--- src/rtl/param_data_memory.sv ---
// param_data_memory: single-port byte-lane-writable data memory with optional zero-fill sweep.
// Latency: reads return registered data one cycle after acceptance; writes take effect at the accepting edge.
// Backpressure: req_ready drops while a sweep runs; responses are never back-pressured.
//
// Optional feature macro: DMEM_CLEAR_EN (compiles in the zero-fill sweep; after reset and on clr_start
// the block spends DEPTH cycles writing zeros before accepting requests).
//
// Ports:
//   clk, rst_n            clock (rising edge) and asynchronous active-low reset
//   req_valid / req_ready request handshake; one request per cycle at most
//   req_write             1 = write, 0 = read
//   req_addr              word address
//   req_wdata / req_be    write data and per-byte lane enables (bit i -> bits [8i+7:8i])
//   rsp_valid / rsp_rdata one-cycle read response; rsp_rdata holds between responses
//   clr_start             pulse requesting a zero-fill sweep (ignored during a sweep / when compiled out)
//   busy                  sweep in progress
module param_data_memory #(
   parameter  int DATA_W = 32,
   parameter  int ADDR_W = 5,
   localparam int LANES  = DATA_W / 8
) (
   input  logic              clk,
   input  logic              rst_n,
   input  logic              req_valid,
   output logic              req_ready,
   input  logic              req_write,
   input  logic [ADDR_W-1:0] req_addr,
   input  logic [DATA_W-1:0] req_wdata,
   input  logic [LANES-1:0]  req_be,
   output logic              rsp_valid,
   output logic [DATA_W-1:0] rsp_rdata,
   input  logic              clr_start,
   output logic              busy
);

   localparam int DEPTH = 2 ** ADDR_W;

   typedef enum logic {
      CLEAR = 1'b0,
      IDLE  = 1'b1
   } state_t;

   state_t            state;
   logic [DATA_W-1:0] mem [DEPTH];
   logic              req_acc;
   logic              sweep_we;
   logic [ADDR_W-1:0] sweep_addr;

   assign req_acc = req_valid && req_ready;

`ifdef DMEM_CLEAR_EN
   logic [ADDR_W-1:0] cnt;

   // req_ready/busy are registered alongside the state so they change on the
   // same edge the FSM moves.
   always_ff @(posedge clk or negedge rst_n) begin
      if (!rst_n) begin
         state     <= CLEAR;
         cnt       <= '0;
         req_ready <= 1'b0;
         busy      <= 1'b1;
      end else begin
         case (state)
            CLEAR: begin
               // Last word is zeroed on this same edge, so a sweep is exactly DEPTH cycles.
               if (cnt == '1) begin
                  cnt       <= '0;
                  state     <= IDLE;
                  req_ready <= 1'b1;
                  busy      <= 1'b0;
               end else begin
                  cnt <= cnt + 1'b1;
               end
            end
            IDLE: begin
               // A request accepted this cycle still completes; the sweep starts next edge.
               if (clr_start) begin
                  state     <= CLEAR;
                  cnt       <= '0;
                  req_ready <= 1'b0;
                  busy      <= 1'b1;
               end
            end
            default: begin
               state     <= CLEAR;
               cnt       <= '0;
               req_ready <= 1'b0;
               busy      <= 1'b1;
            end
         endcase
      end
   end

   // Gating with rst_n keeps the storage untouched while reset is held.
   assign sweep_we   = (state == CLEAR) && rst_n;
   assign sweep_addr = cnt;
`else
   logic unused_clr_start;

   always_ff @(posedge clk or negedge rst_n) begin
      if (!rst_n) begin
         state     <= CLEAR;
         req_ready <= 1'b0;
      end else begin
         state     <= IDLE;
         req_ready <= 1'b1;
      end
   end

   assign busy             = 1'b0;
   assign sweep_we         = 1'b0;
   assign sweep_addr       = '0;
   assign unused_clr_start = clr_start ^ (state == IDLE);
`endif

   // Storage has no reset. Sweep writes and request writes never coincide
   // because req_ready is low for the whole sweep.
   always_ff @(posedge clk) begin
      if (sweep_we) begin
         mem[sweep_addr] <= '0;
      end else if (req_acc && req_write) begin
         for (int i = 0; i < LANES; i++) begin
            if (req_be[i]) begin
               mem[req_addr][8*i +: 8] <= req_wdata[8*i +: 8];
            end
         end
      end
   end

   // Read data is captured at the accepting edge, before any sweep that
   // begins on the following edge can touch it.
   always_ff @(posedge clk or negedge rst_n) begin
      if (!rst_n) begin
         rsp_valid <= 1'b0;
         rsp_rdata <= '0;
      end else begin
         rsp_valid <= req_acc && !req_write;
         if (req_acc && !req_write) begin
            rsp_rdata <= mem[req_addr];
         end
      end
   end

endmodule
--- config.mk ---
export PLATFORM = sky130hd
export DESIGN_NAME = param_data_memory
export DESIGN_NICKNAME = d
export VERILOG_FILES = /design/src/rtl/param_data_memory.sv
export SDC_FILE = /design/constraint.sdc
export NUM_CORES = 1
export LEC_CHECK = 0
export BUFFER_PORTS_ARGS = -buffer_cell sky130_fd_sc_hd__buf_2
export CAP_MARGIN = 30
export CORE_MARGIN = 1
export CORE_UTILIZATION = 50
export CTS_CLUSTER_DIAMETER = 200
export CTS_CLUSTER_SIZE = 8
export DETAILED_ROUTE_END_ITERATION = 8
export PLACE_DENSITY = 0.66
export SLEW_MARGIN = 20
export SYNTH_ARGS = -nofsm -noshare
export SYNTH_HDL_FRONTEND = slang
export SYNTH_SLANG_ARGS = --single-unit
--- constraint.sdc ---
create_clock -name clk -period 3.27 [get_ports clk]
set_clock_uncertainty 0.15 [all_clocks]
set_input_delay 0.654 -clock clk [delete_from_list [all_inputs] [get_ports clk]]
set_output_delay 0.654 -clock clk [all_outputs]
set_load 0.02 [all_outputs]
# ---- Yosys cells after proc, flatten, opt, wreduce, memory -nomap -nowiden
# Memory sizes are Yosys's and may differ from the RTL's. A register that Yosys moved wholly into a read port is not among the register bits.
# Cells that the tools add are included.
dict set report totals {
  input_bits 46
  mem_count 1
  output_inout_bits 35
  mem_bits_rw 1024
  register_bits 2
}
dict set report op_classes {
  n_mux 12
  n_reduce_logical 5
}
# memory words word_bits read_ports rd_ports_with_merged_regs write_ports line_no
set memory_table {}
lappend memory_table {mem 32 32 1 1 1 44} ;# logic [DATA_W-1:0] mem [DEPTH];
# op count
set ops {}
lappend ops {{$mux W1} 12}
lappend ops {{$logic_and A1 B1 Y1} 3}
lappend ops {{$logic_not A1 Y1} 2}

# ---- Depth between registers and ports, before layout
dict set report depth {
  ltp_word 4
  mapped_depth 9
  depth_no_buf 5
}

# ---- Worst setup path after synthesis
# No wires, ideal clock.
dict set report synth_path {
  kind {in2reg}
  startpoint {input port req_addr[3]}
  endpoint {memory mem[24][16] (enable)}
  stages 7
  slack_ps 605
  n_path_buf 3
  arrival_time_ps 2132
  path_cell_list {buf_2 -> nand2b_1 -> clkbuf_1 -> nor2_1 -> buf_2 -> nand2_1 -> nor3_1}
}
# element line_no
set synth_rtl {}
lappend synth_rtl {{start, declared} 27} ;# input logic [ADDR_W-1:0] req_addr,
lappend synth_rtl {{end, declared} 44}
# No word-level cell before the write port.

# ---- Worst setup path in the final report
dict set report layout_path {
  startpoint {input port req_addr[0]}
  endpoint {memory mem[7][12] (enable)}
}
# No word-level cell before the write port.

==> reports/qor.txt <==
initial antenna violation count - 0
Finished Layout Cells - 3,571
clock sink count - 1,058
number of global-route vias before repair - 22,060
Period Utilization, post-route - 79.70%
most area-hungry cell type in the Yosys netlist - edfxtp_1
crit path time final - 2.606 ns
Routed Antenna Nets - 0
Antenna diodes - 0
WS Path Type - input port to register
most common cell after layout, fill and taps aside - edfxtp_1
CTS tree - built
dpl cells - 3,319
ys async rst share - 3.214%
worst slew pin tran - 0.7991 ns
Avg Cell Area, Syn - 19.87 sq um
initial core utilization - 50.68%
f_max - 383.7 MHz
Skew-Pair Late Insertion Delay - 0.73 ns
Vias - 21,850
clk slew on worst S/H paths - 0.05 ns
DR WL/cell - 28.46 um
total CTS buffers - 150
Setup violations, final - 0
CTS root buf - clkbuf_16
clk buf depth - 3
most frequent cells in the layout - edfxtp_1, buf_4, nor2_1
leakage power - 16.10 nW
pwr dens - 638.0 nW/um^2
Gate Count Post-Synth - 2,058
worst hold path type - input port to asynchronous set/reset pin
fin nets - 2,458
first-pass GRT wire length - 148,800 um
Area Overhead vs Synth - 17.70%
Setup crit end kind - register
Mapped Area - 40,890 sq um
post-synth cell types - 55
final core utilization - 59.66%
RePlAce Congestion - 0.8564
final hold violations - 0
Core Region - 80,680 sq um
top_reg_cell synth - edfxtp_1
total power - 30.71 mW
startpoint class of the critical path - input port
status - finished clean
largest net degree at the start of global routing - 54
hpwl dp - 65,150 um
Yosys reg bits - 1,058
unrepaired setup endpoints after global routing - false
fraction of layout cells with a size suffix above 1 - 26.32%
placed cell area - 43,790 sq um
top cells by area in the synthesized netlist - edfxtp_1, mux4_2, mux2i_1, dfrtp_1, nor2_1
Die W - 288.0 um
Buffers on Ports - 78
Post-CTS Setup Inserts - 0
Global Route Usage Sum - 25.11%
final hold slack - 0.2629 ns
setup TNS - 0 ns
Post-Syn Nets - 2,104
max-cap viol count - 0
final instance area - 48,130 sq um
DRC - 0
die area - 82,930 sq um
Critical Path RT - 3.55 ns
global route total overflow - 0
CP Data Arrival Time - 2.88 ns
First-pass DRT Iterations - 7
post-synthesis sequential area ratio - 77.28%
H-Tree Depth - 4
Vias/cell - 6.118
maximum net fanout on the critical path - 39
post-synth top area share - 75.20%
synth warn - 0
worst setup margin - 0.6639 ns
Starting DRT DRC Count - 2,300
maximum VDD drop - 0.4541 mV
row count - 104
relative slew slack - 46.73%
Max Transition Viols Final - 0
I/O pin cnt - 81
EDFF count, synth - 1,024
Place WS - 0.01426 ns
Die Y - 288.0 um
Routed WL - 101,600 um
==> worst max-delay path, cell delays in order <==
cell	delay, ns
buf_8	0.24
buf_12	0.33
and2_0	0.59
nand2_1	0.49
nor2_1	0.30
buf_4	0.21
==> layout make-up <==
cell class / count / area, sq um
repair buffers: 319 / 2410
fillers: 5772 / 32550
multi-input cells: 877 / 8437
inverters: 6 / 22.52
flip-flops and latches: 1058 / 31600
clock inverters: 10 / 110.1
well taps: 1060 / 1326
clock buffers: 241 / 4223
==> state kept, by name, indices dropped and copies added, names as in the netlist <==
register / count
mem: 1024
rsp_rdata: 32
req_ready: 1
rsp_valid: 1
==> what timing repair did <==
action / CTS / global route
gates resized for setup: 0 / 0
endpoints found under the hold margin: 6 / 0
hold buffers: 1 / 0
==> per-layer routing <==
layer | vias to the layer above | global-route usage (%) | share of wire, % | wire length [um]
li1 | 9171 | - | - | -
met1 | 11460 | 34.64 | 41 | 41210
met2 | 1043 | 39.88 | 49 | 49540
met3 | 177 | 5.721 | 8.1 | 8202
met4 | 0 | 8.135 | 2.6 | 2677
met5 | - | 0 | 0 | 0
==> logic make-up (layout without fill, tap and decap cells) <==
logic type | Yosys count | count (layout) | synth area share (%)
flip-flops | 1058 | 1058 | 77.28
multiplexers | 344 | 344 | 13.41
AND/OR/NAND/NOR | 305 | 305 | 3.354
AO/OA/AOI/OAI | 226 | 226 | 3.800
buffers and inverters | 123 | 576 | 2.136
other | 2 | 2 | 0.01837
==> path summary, 6_finish.rpt <==
kind / from / endpoint / slack [ns] / depth (start not counted)
worst max-delay path: req_addr[0] / mem[7][12] / 0.66 / 6
worst max register to register: req_ready / mem[7][12] / 0.75 / 5
worst min-delay path: rst_n / rsp_rdata[31] / 0.26 / 2
max in group asynchronous: rst_n / rsp_rdata[1] / 2.11 / 3
min in group clk: req_wdata[4] / mem[3][4] / 0.30 / 1
worst min register to register: rsp_rdata[10] / rsp_rdata[10] / 0.40 / 2
==> cells in the mapped netlist (4+ instances only) <==
master / instances
a211oi_1: 5
a21oi_1: 26
a221oi_1: 6
a22o_1: 13
a22oi_1: 37
a311o_1: 4
a311oi_1: 4
a31oi_1: 22
a32oi_1: 6
a41oi_1: 7
and2_1: 7
and3_1: 4
buf_2: 27
buf_4: 31
buf_6: 26
clkbuf_1: 25
dfrtp_1: 34
edfxtp_1: 1024
inv_1: 5
mux2i_1: 180
mux4_2: 163
nand2_1: 47
nand2b_1: 4
nand3_1: 4
nor2_1: 186
nor2b_1: 8
nor3_1: 4
nor4_1: 17
o2111ai_1: 4
o21ai_0: 28
o221ai_1: 7
o22a_1: 4
o22ai_1: 50
or4_1: 7
==> report_power, final <==
part           switching [mW]  total, mW  internal [mW]
Combinational           0.954       1.47          0.517
Sequential             0.0783       15.1           15.0
Clock                    5.43       14.2           8.74
Total                    6.46       30.7           24.2
(Power assumes the default switching activity.)
